File: config.mk
export PLATFORM = sky130hd
export DESIGN_NAME = next_pc_unit
export DESIGN_NICKNAME = d
export VERILOG_FILES = /design/src/rtl/mips_pkg.sv /design/src/rtl/pc_incrementer.sv /design/src/rtl/next_pc_unit.sv
export SDC_FILE = /design/constraint.sdc
export NUM_CORES = 1
export LEC_CHECK = 0
export ABC_AREA = 1
export CORE_MARGIN = 10
export CORE_UTILIZATION = 35
export DETAILED_ROUTE_END_ITERATION = 16
export HOLD_SLACK_MARGIN = 0.06
export PLACE_DENSITY = 0.69
export SLEW_MARGIN = 20
export SYNTH_ARGS = -nofsm -noshare
export SYNTH_HDL_FRONTEND = slang
export SYNTH_SLANG_ARGS = --single-unit
File: constraint.sdc
create_clock -name clock -period 2.1 [get_ports clock]
set_clock_uncertainty 0.2 [all_clocks]
set_input_delay 0.42 -clock clock [delete_from_list [all_inputs] [get_ports clock]]
set_output_delay 0.42 -clock clock [all_outputs]
set_load 0.03 [all_outputs]
File: src/rtl/mips_pkg.sv
// Shared MiniMIPS datapath constants and types.
package mips_pkg;

    localparam int unsigned ADDR_W  = 32;
    localparam int unsigned PC_STEP = 4;

    typedef logic [ADDR_W-1:0] pc_t;

    localparam pc_t PC_RESET = 32'h0000_0000;

endpackage : mips_pkg

File: src/rtl/pc_incrementer.sv
// Combinational PC + step adder; also usable for the link-address path.
module pc_incrementer #(
    parameter int unsigned WIDTH     = 32,
    parameter int unsigned INCREMENT = 4
) (
    input  logic [WIDTH-1:0] pc_i,
    output logic [WIDTH-1:0] pc_plus_c_o
);

    // Carry out is dropped on purpose: the PC wraps modulo 2^WIDTH.
    assign pc_plus_c_o = pc_i + WIDTH'(INCREMENT);

endmodule : pc_incrementer

File: src/rtl/next_pc_unit.sv
// Program-counter sequencer: each cycle loads reset vector, branch target or PC+step.
module next_pc_unit
    import mips_pkg::*;
#(
    parameter int unsigned     WIDTH        = ADDR_W,
    parameter int unsigned     INCREMENT    = PC_STEP,
    parameter logic [WIDTH-1:0] RESET_VECTOR = WIDTH'(PC_RESET)
) (
    input  logic             clock,
    input  logic             reset,
    input  logic             branch,
    input  logic [WIDTH-1:0] branchAddress,
    output logic [WIDTH-1:0] nextPC
);

    // Power-up value lets the block sequence sanely even without a reset pulse.
    logic [WIDTH-1:0] pc_q = RESET_VECTOR;
    logic [WIDTH-1:0] pc_d;
    logic [WIDTH-1:0] pc_plus;

    pc_incrementer #(
        .WIDTH     (WIDTH),
        .INCREMENT (INCREMENT)
    ) u_pc_incrementer (
        .pc_i        (pc_q),
        .pc_plus_c_o (pc_plus)
    );

    // Branch target is taken verbatim; no alignment masking.
    always_comb begin
        pc_d = pc_plus;
        if (branch) begin
            pc_d = branchAddress;
        end
    end

    always_ff @(posedge clock) begin
        if (reset) begin
            pc_q <= RESET_VECTOR;
        end else begin
            pc_q <= pc_d;
        end
    end

    assign nextPC = pc_q;

endmodule : next_pc_unit

== Yosys cells after proc, flatten, opt, wreduce, memory -nomap -nowiden ==
Cells that the tools add are included.
Word-level totals
  logic and storage cells: 3
  input bits: 35
  bits in registers: 32
Operators by class
  $add $sub $neg: 1
  muxes and demuxes: 1
Operators by type and width (number)
  adder 32 x 3 -> 32 bit (second input constant): 1
  2-to-1 mux 32 bit: 1

== Depth between registers and ports, before layout ==
  word-level depth: 2
  gate-level depth with buffers: 9

== Hierarchy ==
From an unflattened synthesis, not the netlist that was laid out.
Second synthesis, totals
  cells, all modules: 380
  area total of the unflattened synthesis: 2248.4 um2
Modules (own cells, without submodules)
  next_pc_unit: cells an instance 203, seq. area each 640.6 um2, area each 1338.8 um2, times used 1
  pc_incrementer: cells an instance 177, seq. area each 0.0 um2, area each 909.6 um2, times used 1

== Least setup slack after synthesis ==
No wires, ideal clock.
  kind: register -> register
  start point: reg pc_q[2], in the netlist nextPC[2]
  end point: reg pc_q[26], in the netlist nextPC[26]
  period minus slack after synthesis: 1.814 ns
  data required time: 1.783 ns
  slack: 0.286 ns
  arrival: 1.496 ns
  cell stages (with the launch flop): 9
  cells stage by stage: dfxtp_1 -> ha_1 -> inv_1 -> nor2_4 -> nand2_2 -> nor2_2 -> a21oi_1 -> nor2_1 -> nor2_1
On the way
  cells in the longest elaborated chain, start to end: 2
RTL lines
  start, declared: line next_pc_unit.sv:17  | logic [WIDTH-1:0] pc_q = RESET_VECTOR;
  start signal, assigned: line next_pc_unit.sv:41  | pc_q <= pc_d;
  adder 32 x 3 -> 32 bit: line pc_incrementer.sv:11  | assign pc_plus_c_o = pc_i + WIDTH'(INCREMENT);
  2-to-1 mux 32 bit: line next_pc_unit.sv:32  | if (branch) begin
No other way between the ends.
A chain may end at the register's enable or synchronous reset.

== Final worst setup path ==
  start point: reg pc_q[17], in the netlist nextPC[17]
  end point: out nextPC[17]
RTL lines
  end, declared: line next_pc_unit.sv:13  | output logic [WIDTH-1:0] nextPC
No word-level cell between the ends.

==> results.md <==
- Pre-CTS WS: 0.293 ns
- Most frequent cells in the layout: nor2_1, nand2_1, clkdlybuf4s50_1, inv_1, dfxtp_1
- CTS clk-pin slew, worst paths: 0.06 ns
- Drt pass-1 iters: 4
- Hold Path Class: flop to flop
- Final worst setup slack: 0.0340 ns
- Seq cells post-synth: 32
- Core area: 5610 um^2
- Die span in y: 96.6 um
- F_max: 484 MHz
- Max-slew violations: 0
- Crit path depth: 1
- WL per Instance: 13.0 um
- Crit path launch type: flop
- NumNets Final: 457
- Synth warn: 0
- CTS tree: done
- Global-route wire length before repair: 10.6 mm
- Syn Inst Count: 351
- CTS max path bufs: 2
- Fin crit share: 98.4%
- WHS: 0.305 ns
- # port buffers: 66
- Worst slew margin: 75.1%
- DIE WIDTH: 96.6 um
- Number of diodes: 0
- Largest area contributor in the netlist: dfxtp_1
- FF-to-FF Start: nextPC[2]$_SDFF_PP0_
- Storage cell area: 641 um^2
- Slowest Stage Delay on Critical Path: 0.72 ns
- # fillers: 609
- Cell Rows: 27
- CP delay by family, top: buffers and inverters
- DP HPWL: 5.07 mm
- Min-Delay Path Depth: 2
- CP Capture Type: output port
- I/O pins: 67
- CP max FO: 6
- Part of the Yosys area used for sequential elements: 31.2%
- Run status: completed
- Power, Total: 1640 uW
- Worst setup path start: nextPC[17]$_SDFF_PP0_
- Vias post-DR: 2288
- Number of global-route vias before repair: 2275
- Worst-Skew Late Latency: 0.29 ns
- Post-route DRC: 0
- Share of layout cells above drive strength 1: 6.89%
- H-Tree Depth: 2
- Ranking of synthesized cells by area: dfxtp_1, nor2_1, nand2_1
- Top cell type's share of synthesized area: 31.2%
- Netlist cell types: 22
- Routed WL: 6.40 mm
- R2R setup slack: 0.36 ns
- Worst R2R Path Depth: 8
- Initial Util: 36.6%
- Leakage: 0.00133 uW
- Mapped Nets: 387
- Worst-path cell chain: clkdlybuf4s50_1
- # setup viols final: 0
- Initial antenna violation count: 0
- Worst r2r dst: nextPC[26]$_SDFF_PP0_
- Final ANT Viol Nets: 0
- Area growth syn-to-layout: 43.8%
- Maximum Capacitance Violations: 0
- CTS Sinks: 32
- Max Used Layer: met4
- Largest net degree at the start of global routing: 29
- DRT met1 WL: 2.97 mm
- RSZ-0062 raised after global routing: false
- Core Util, Final: 52.6%
- CP Class: flop to output port
- GP Congestion: 0.886
- CTS Buf Count: 5
- Hold Fails Final Rpt: 0
- Met2 wire len: 2.85 mm
- Multi-input logic area: 1210 um^2
- Root buffer selected by CTS: clkbuf_8
- Area of the die: 9330 um^2
- CP max stage cell: clkdlybuf4s50_1
- Starting DRT DRC Count: 102
- Final Critical Period: 2.07 ns
- CP Capture Point: nextPC[17]
- Max reg flops: 32
- Cell Pwr Density: 555 nW/um^2
- Mean Syn Cell Area: 5.85 um^2
- Drt via density: 4.64
- CP Buf/Inv Count: 1
- Routed wl met3: 471 um
- Setup TNS: 0 ns
- Worst-Margin Slew: 0.373 ns
- Grt ovf: 0
- Crit path DAT: 1.45 ns
- VDD IR max: 0.000336 V
- Gr usage total: 14.4%
- Worst EP required: 1.48 ns
- Most common cell after layout, fill and taps aside: nor2_1
- Mapped Area: 2050 um^2
==> timing repair <==
action	in CTS	in global routing
hold buffers	0	0
resized for setup	0	9
endpoints found under the hold margin	0	0
setup endpoints to repair	0	9
setup buffers	0	0
==> worst min-delay path by stage <==
| stage | startpoint | endpoint |
|---|---|---|
| global route | nextPC[0]$_SDFFE_PP0P_ | nextPC[0]$_SDFFE_PP0P_ |
| finish | nextPC[0]$_SDFFE_PP0P_ | nextPC[0]$_SDFFE_PP0P_ |
| floorplan | branchAddress[3] | nextPC[3]$_SDFF_PP0_ |
| detailed placement | nextPC[0]$_SDFFE_PP0P_ | nextPC[0]$_SDFFE_PP0P_ |
| CTS | nextPC[0]$_SDFFE_PP0P_ | nextPC[0]$_SDFFE_PP0P_ |
| global placement | nextPC[0]$_SDFFE_PP0P_ | nextPC[0]$_SDFFE_PP0P_ |
==> cell families after synthesis <==
family	after synthesis	share of synthesized area (%)
compound gates	33	8.17
buf+inv	51	9.69
fa+ha+maj	1	0.609
xor+xnor	9	3.84
simple gates	225	46.5
flops	32	31.2
==> synth_stat cells, drive strengths merged <==
cell / n
clkbuf: 6
nor2: 101
dfxtp: 32
ha: 1
o21ai: 22
xor2: 4
or2: 4
buf: 3
o21bai: 1
nand4: 1
nand2: 87
nand3: 30
xnor2: 5
a21oi: 10
inv: 42
and2: 2
==> per-layer routing <==
layer,track usage (%),vias up
li1,-,1216
met3,3.93,6
met4,6.54,0
met5,0,-
met1,17.8,1009
met2,22.8,57
==> stage by stage <==
stage	area, um^2	std cells
after floorplan	2050	351
after global placement	2830	486
after detailed placement	2830	486
after CTS	2930	493
after global routing	2950	493
final	2950	493
==> power breakdown <==
part	leakage [uW]	total (uW)	switching, uW	internal [uW]
combinational	0.00101	405	215	190
sequential	0.000266	708	56.2	652
clock	0.0000503	524	233	292
total	0.00133	1640	504	1130
==> final cells by class <==
cell class	count	share of cell area, %
tap	72	3.05
timing repair buffer	72	25.5
sequential	32	21.7
clock buffer	7	3.26
inverter	42	5.34
multi-input combinational	268	41.1
Power figures use the tool's default switching activity.
